**src/rtl/uart_tx_arb_pkg.sv**
```systemverilog
// Shared definitions for uart_tx_arbiter: state encoding, default framing bytes, parameter range checks.
// UART_TX_ARB_CHECKSUM_EN adds the CSUM state to the encoding.
package uart_tx_arb_pkg;

    typedef enum logic [2:0] {
        ST_IDLE   = 3'd0,
        ST_HEAD   = 3'd1,
        ST_P_REQ  = 3'd2,
        ST_P_WAIT = 3'd3,
        ST_TAIL   = 3'd4,
        ST_DONE   = 3'd5
`ifdef UART_TX_ARB_CHECKSUM_EN
        ,
        ST_CSUM   = 3'd6
`endif
    } state_e;

    localparam logic [7:0] DEF_HEAD_BYTE = 8'h0a;
    localparam logic [7:0] DEF_TAIL_BYTE = 8'h0a;

    function automatic bit max_len_ok(input int n);
        return (n >= 1) && (n <= 255);
    endfunction

    function automatic bit nreq_ok(input int n);
        return (n >= 2) && (n <= 8);
    endfunction

endpackage

```
**src/rtl/uart_tx_arbiter_rr.sv**
```systemverilog
// rr_arbiter: combinational round-robin pick, first requester at or after ptr (mod NREQ).
module rr_arbiter #(
    parameter int NREQ = 4
) (
    input  logic [NREQ-1:0] req,
    input  logic [2:0]      ptr,
    output logic [NREQ-1:0] gnt,
    output logic [2:0]      gnt_idx,
    output logic            any
);

    logic [3:0] idx;
    logic       hit;

    // Walk from farthest to nearest so the nearest hit wins.
    always_comb begin
        gnt_idx = '0;
        any     = 1'b0;
        idx     = '0;
        hit     = 1'b0;
        for (int k = NREQ - 1; k >= 0; k--) begin
            idx = {1'b0, ptr} + 4'(k);
            if (idx >= 4'(NREQ)) begin
                idx = idx - 4'(NREQ);
            end
            hit = 1'b0;
            for (int j = 0; j < NREQ; j++) begin
                if (idx == 4'(j)) begin
                    hit = req[j];
                end
            end
            if (hit) begin
                gnt_idx = idx[2:0];
                any     = 1'b1;
            end
        end
    end

    assign gnt = any ? (NREQ'(1'b1) << gnt_idx) : '0;

endmodule

```
**src/rtl/uart_tx_arbiter.sv**
```systemverilog
// uart_tx_arbiter: shares one uart_byte_tx among NREQ byte streams, HEAD/payload/TAIL frames.
// Define UART_TX_ARB_CHECKSUM_EN to insert an XOR checksum byte before TAIL.
//
// state   | meaning
// IDLE    | no owner; grant next requester in round-robin order
// HEAD    | HEAD_BYTE sent, waiting Tx_Done
// P_REQ   | req_ready to owner, waiting for its next byte
// P_WAIT  | payload byte sent, waiting Tx_Done
// CSUM    | checksum byte sent, waiting Tx_Done (checksum builds only)
// TAIL    | TAIL_BYTE sent, waiting Tx_Done
// DONE    | advance round-robin pointer past owner
module uart_tx_arbiter
    import uart_tx_arb_pkg::*;
#(
    parameter int         NREQ      = 4,
    parameter int         MAX_LEN   = 32,
    parameter logic [7:0] HEAD_BYTE = DEF_HEAD_BYTE,
    parameter logic [7:0] TAIL_BYTE = DEF_TAIL_BYTE
) (
    input  logic                pixelclk,
    input  logic                reset_n,
    input  logic [NREQ-1:0]     req_valid,
    input  logic [8*NREQ-1:0]   req_data,
    input  logic [NREQ-1:0]     req_last,
    output logic [NREQ-1:0]     req_ready,
    output logic                send_en,
    output logic [7:0]          Data_Byte,
    input  logic                Tx_Done,
    output logic                busy,
    output logic [2:0]          grant_id,
    output logic                trunc_err
);

    if (!max_len_ok(MAX_LEN) || !nreq_ok(NREQ)) begin : g_bad_params
        $error("uart_tx_arbiter: NREQ must be 2..8 and MAX_LEN 1..255");
    end

    state_e          state_q, state_d;
    logic [2:0]      grant_q, grant_d, ptr_q, ptr_d;
    logic [NREQ-1:0] grant_oh_q, grant_oh_d;
    logic [7:0]      cnt_q, cnt_d, data_q, data_d;
    logic            last_q, last_d, send_q, send_d, trunc_q, trunc_d;
    logic [NREQ-1:0] arb_gnt;
    logic [2:0]      arb_idx;
    logic            arb_any;
    logic            own_valid, own_last;
    logic [7:0]      own_data;
    logic            tx_ack, at_max, pay_end;
`ifdef UART_TX_ARB_CHECKSUM_EN
    logic [7:0]      csum_q, csum_d;
    localparam state_e ST_POST_PAY = ST_CSUM;
`else
    localparam state_e ST_POST_PAY = ST_TAIL;
`endif

    rr_arbiter #(.NREQ(NREQ)) u_rr (
        .req     (req_valid),
        .ptr     (ptr_q),
        .gnt     (arb_gnt),
        .gnt_idx (arb_idx),
        .any     (arb_any)
    );

    always_comb begin
        own_valid = 1'b0;
        own_last  = 1'b0;
        own_data  = '0;
        for (int i = 0; i < NREQ; i++) begin
            if (grant_q == 3'(i)) begin
                own_valid = req_valid[i];
                own_last  = req_last[i];
                own_data  = req_data[8*i +: 8];
            end
        end
    end

    // A Tx_Done coinciding with our own start pulse cannot belong to that byte.
    assign tx_ack  = Tx_Done & ~send_q;
    assign at_max  = (cnt_q == 8'(MAX_LEN));
    assign pay_end = tx_ack & (last_q | at_max);

    always_comb begin
        state_d = state_q;
        case (state_q)
            ST_IDLE:   if (arb_any)   state_d = ST_HEAD;
            ST_HEAD:   if (tx_ack)    state_d = ST_P_REQ;
            ST_P_REQ:  if (own_valid) state_d = ST_P_WAIT;
            ST_P_WAIT: if (tx_ack)    state_d = pay_end ? ST_POST_PAY : ST_P_REQ;
`ifdef UART_TX_ARB_CHECKSUM_EN
            ST_CSUM:   if (tx_ack)    state_d = ST_TAIL;
`endif
            ST_TAIL:   if (tx_ack)    state_d = ST_DONE;
            ST_DONE:                  state_d = ST_IDLE;
            default:                  state_d = ST_IDLE;
        endcase
    end

    always_comb begin
        grant_d    = grant_q;
        grant_oh_d = grant_oh_q;
        ptr_d      = ptr_q;
        cnt_d      = cnt_q;
        last_d     = last_q;
        data_d     = data_q;
        send_d     = 1'b0;
        trunc_d    = 1'b0;
`ifdef UART_TX_ARB_CHECKSUM_EN
        csum_d     = csum_q;
`endif
        case (state_q)
            ST_IDLE: begin
                if (arb_any) begin
                    grant_d    = arb_idx;
                    grant_oh_d = arb_gnt;
                    cnt_d      = '0;
                    data_d     = HEAD_BYTE;
                    send_d     = 1'b1;
`ifdef UART_TX_ARB_CHECKSUM_EN
                    csum_d     = '0;
`endif
                end
            end
            ST_P_REQ: begin
                if (own_valid) begin
                    data_d = own_data;
                    last_d = own_last;
                    cnt_d  = cnt_q + 8'd1;
                    send_d = 1'b1;
`ifdef UART_TX_ARB_CHECKSUM_EN
                    csum_d = csum_q ^ own_data;
`endif
                end
            end
            ST_P_WAIT: begin
                if (pay_end) begin
                    trunc_d = ~last_q;
                    send_d  = 1'b1;
`ifdef UART_TX_ARB_CHECKSUM_EN
                    data_d  = csum_q;
`else
                    data_d  = TAIL_BYTE;
`endif
                end
            end
`ifdef UART_TX_ARB_CHECKSUM_EN
            ST_CSUM: begin
                if (tx_ack) begin
                    data_d = TAIL_BYTE;
                    send_d = 1'b1;
                end
            end
`endif
            ST_DONE: ptr_d = (grant_q == 3'(NREQ - 1)) ? 3'd0 : grant_q + 3'd1;
            default: ;
        endcase
    end

    always_ff @(posedge pixelclk) begin
        if (!reset_n) begin
            state_q <= ST_IDLE;
        end else begin
            state_q <= state_d;
        end
    end

    always_ff @(posedge pixelclk) begin
        if (!reset_n) begin
            grant_q    <= '0;
            grant_oh_q <= '0;
            ptr_q      <= '0;
            cnt_q      <= '0;
            last_q     <= 1'b0;
            data_q     <= '0;
            send_q     <= 1'b0;
            trunc_q    <= 1'b0;
`ifdef UART_TX_ARB_CHECKSUM_EN
            csum_q     <= '0;
`endif
        end else begin
            grant_q    <= grant_d;
            grant_oh_q <= grant_oh_d;
            ptr_q      <= ptr_d;
            cnt_q      <= cnt_d;
            last_q     <= last_d;
            data_q     <= data_d;
            send_q     <= send_d;
            trunc_q    <= trunc_d;
`ifdef UART_TX_ARB_CHECKSUM_EN
            csum_q     <= csum_d;
`endif
        end
    end

    assign req_ready = (state_q == ST_P_REQ) ? grant_oh_q : '0;
    assign busy      = (state_q != ST_IDLE);
    assign send_en   = send_q;
    assign Data_Byte = data_q;
    assign grant_id  = grant_q;
    assign trunc_err = trunc_q;

endmodule

```
**config.mk**
```make
export PLATFORM = sky130hd
export DESIGN_NAME = uart_tx_arbiter
export DESIGN_NICKNAME = d
export VERILOG_FILES = /design/src/rtl/uart_tx_arb_pkg.sv /design/src/rtl/uart_tx_arbiter_rr.sv /design/src/rtl/uart_tx_arbiter.sv
export SDC_FILE = /design/constraint.sdc
export NUM_CORES = 1
export LEC_CHECK = 0
export BUFFER_PORTS_ARGS = -buffer_cell sky130_fd_sc_hd__clkbuf_2
export CORE_UTILIZATION = 23
export DETAILED_ROUTE_END_ITERATION = 8
export PLACE_DENSITY_LB_ADDON = 0.25
export SLEW_MARGIN = 20
export SYNTH_ARGS = -nofsm -noshare
export SYNTH_HDL_FRONTEND = slang
export SYNTH_HIERARCHICAL = 1
export SYNTH_SLANG_ARGS = --single-unit
```
**constraint.sdc**
```tcl
create_clock -name pixelclk -period 4.1 [get_ports pixelclk]
set_input_delay 0.205 -clock pixelclk [delete_from_list [all_inputs] [get_ports pixelclk]]
set_output_delay 0.205 -clock pixelclk [all_outputs]
set_load 0.05 [all_outputs]
```
==> out/qor.txt <==
dominant synthesized flop cell -> dfxtp_1
RSZ-0062 raised after global routing -> false
final WL -> 6394 um
I/O pins -> 61
GRT met3 Usage -> 2.736%
Die Wd -> 102.1 um
FP Rows -> 36
layout net count -> 413
run status -> completed
Initial DRC Count -> 150
Cells on Worst Hold Path -> 3
number of fill cells -> 1,094
Buf/Inv on CP -> 2
Hold WS -> 258.5 ps
DR WL/cell -> 13.10 um
Final Setup Violations -> 0
vias per cell -> 4.770
Worst-Margin Slew -> 806.7 ps
Die ar. -> 10,420 um^2
GRT Util Overall -> 12.18%
Post-CTS Setup Bufs -> 0
Synth Cell Area -> 2303 um^2
Antenna Cells -> 0
Worst Hold Class -> input pin to register
synth warn -> 6
chip height -> 102.1 um
Setup TNS -> 0 ps
Top Family by Delay on Critical Path -> compound AO/OA/AOI/OAI gates
final hold vios -> 0
reg2reg path depth -> 12
Power Density -> 304.7 nW/um^2
Worst Setup Start Kind -> register
fin crit share -> 89.93%
Core Area -> 9729 um^2
HPWL Detailed -> 4831 um
worst endpoint required time -> 4230 ps
met1 Track Usage GR -> 15.68%
cell count after synthesis -> 297
Critical Path Slowest Stage Cell -> or4_1
met2 Use GR -> 20.29%
GP Congestion -> 0.8126
critical path type -> register to register
DRC viols -> 0
Layout Skew -> 6.793 ps
ratio of cells with drive above 1 in the final layout -> 21.41%
min-delay src -> req_data[25]
reg2reg start -> ptr_q[0]
grt total ovfl -> 0
largest net degree at the start of global routing -> 21
CP arrival -> 3820 ps
sequential cell area fraction in the yosys report -> 27.81%
IO buf count -> 60
drt pass-1 iters -> 7
GR peak layer -> met2
Mapped Avg Cell Area -> 7.756 um^2
Worst slew margin -> 44.83%
post_cts resized -> 0
R2R Path End -> Data_Byte[3]
Max Freq -> 0.2712 GHz
Peak supply drop -> 0.0001202 V
Final min period -> 3687 ps
number of flops mapped to enable cells by yosys -> 0
Setup crit end kind -> register
initial antenna violation count -> 0
Synth cell types -> 54
Post-CTS Hold Fix Bufs -> 0
CTS H-tree depth -> 2
CTS root buffer -> clkbuf_8
via count -> 2,328
slowest stage delay, CP -> 540 ps
first-pass GRT wire length -> 9894 um
Clock Path Buffers -> 2
area grow syn2layout -> 23.19%
TritonCTS Buffers -> 5
Reg2Reg Setup Slack -> 410 ps
clk sinks -> 32
Mapped Nets -> 356
clock-pin slew on the worst setup and hold paths -> 70 ps
Yosys reg bits -> 32
Worst-Skew Late Latency -> 280 ps
effective utilization at floorplan -> 23.68%
Cell Chain, Critical Path -> inv_1, ha_1, xor2_1, inv_1, ha_1, a21boi_0, or3_1, a211oi_2, or4_1, and2_1, a311oi_4, a221oi_1
P_leak -> 1.182 nW
CTS tree -> yes
Max Cap Viol -> 0
vias in the first global route -> 2,096
Slew Viols, Final -> 0
Worst Path Max Fanout -> 10
asr flop ratio synth -> 0%
Final ANT Viol Nets -> 0
Hold EP -> Data_Byte[1]
[layout by cell type, fill, tap and decap left out, types with 2 or more instances in the layout]
cell type,instances
a22o_1,2
nand2_1,51
a21oi_1,24
nand2b_1,4
o31ai_1,8
nand3_1,11
a211oi_1,3
a22oi_1,2
nand3b_1,3
a21oi_2,2
or4_1,2
a31oi_1,2
clkbuf_8,5
and2_1,7
o21ai_0,3
a221oi_1,11
clkbuf_2,60
mux2i_1,10
and3_1,4
nor2b_1,14
nor3b_1,3
nor3_1,6
nor2_1,17
dfxtp_1,32
ha_1,16
inv_1,17
a2111oi_0,4
and3b_1,2
a211oi_2,2
[area by class of cell]
type                    instances  area, um^2  share of cell area, %
flip-flops and latches         32       640.6                  22.57
clock inverters                 2       35.03                  1.235
clock buffers                   6       72.57                  2.557
multi-input cells             235        1544                  54.41
repair buffers                 61       307.8                  10.85
inverters                      19       71.32                  2.513
well taps                     133       166.4                  5.864
[report_power, final]
part / switching (mW) / internal (mW)
sequential: 0.0143 / 0.325
combinational: 0.148 / 0.0828
clock: 0.115 / 0.180
[logic make-up after synthesis]
logic type / share of synthesized area (%)
adders and majority gates: 8.691
DFF: 27.81
muxes: 4.346
AOI/OAI and AO/OA: 24.82
xor gates and xnor gates: 0.7606
and+or+nand+nor: 28.41
buffers and inverters: 5.160
[worst max-delay path by stage]
| stage | start | endpoint | slack, ps | cells past startpoint |
|---|---|---|---|---|
| after global placement | ptr_q[0] | Data_Byte[3] | 560 | 12 |
| after global routing | ptr_q[0] | Data_Byte[3] | 110 | 12 |
| after floorplan | ptr_q[0] | Data_Byte[1] | 800 | 13 |
| final | ptr_q[0] | Data_Byte[3] | 410 | 12 |
| after CTS | ptr_q[0] | Data_Byte[3] | 390 | 12 |
| after detailed placement | ptr_q[0] | Data_Byte[3] | 420 | 12 |
[metrics by stage]
step	total power, mW	cell area [um^2]	worst slack, ps	std cells	util [%]
floorplan	0.5105	2303	795.4	297	-
global placement	0.5775	2730	562.6	480	28.06
detailed placement	0.5782	2730	423.3	480	28.06
CTS	0.8756	2838	394.8	488	29.17
global route	0.9103	2838	113.3	488	29.17
finish	0.8648	2838	412.9	488	29.17
[synth_stat cells, drive strengths merged (2+ instances only)]
cell | n | area [um^2]
buf | 3 | 17.52
a22o | 2 | 17.52
o21ai | 3 | 15.01
clkbuf | 8 | 30.03
and2 | 7 | 43.79
dfxtp | 32 | 640.6
nand3 | 11 | 55.05
nor3b | 3 | 22.52
nor2b | 14 | 87.58
a221oi | 11 | 96.34
ha | 16 | 200.2
nand3b | 3 | 22.52
a211oi | 5 | 47.54
and3b | 2 | 17.52
a31oi | 2 | 12.51
a21oi | 26 | 137.6
mux2i | 10 | 100.1
nor3 | 6 | 30.03
o31ai | 8 | 60.06
nand2 | 51 | 191.4
nand2b | 4 | 25.02
a2111oi | 6 | 60.05
nor2 | 17 | 63.81
or4 | 2 | 15.01
and3 | 4 | 25.02
a22oi | 2 | 15.01
inv | 18 | 67.56
[sequential cells by signal (all words and copies together), names as in the netlist]
register	flops
Data_Byte	8
cnt_q	8
grant_id	3
grant_oh_q	4
last_q	1
ptr_q	3
send_en	1
state_q	3
trunc_err	1
[tightest hold or removal path, delay by kind of cell]
kind | cells | cell delay [ps]
AOI/OAI and AO/OA | 2 | 180
buffers and inverters | 1 | 90
[metal layers]
| layer | wire length, um | share of wire [%] | vias to the layer above |
|---|---|---|---|
| li1 | - | - | 1184 |
| met1 | 3194 | 50 | 1073 |
| met2 | 2836 | 44 | 65 |
| met3 | 278 | 4.3 | 6 |
| met4 | 85 | 1.3 | 0 |
| met5 | 0 | 0 | - |
Power figures use the tool's default switching activity.
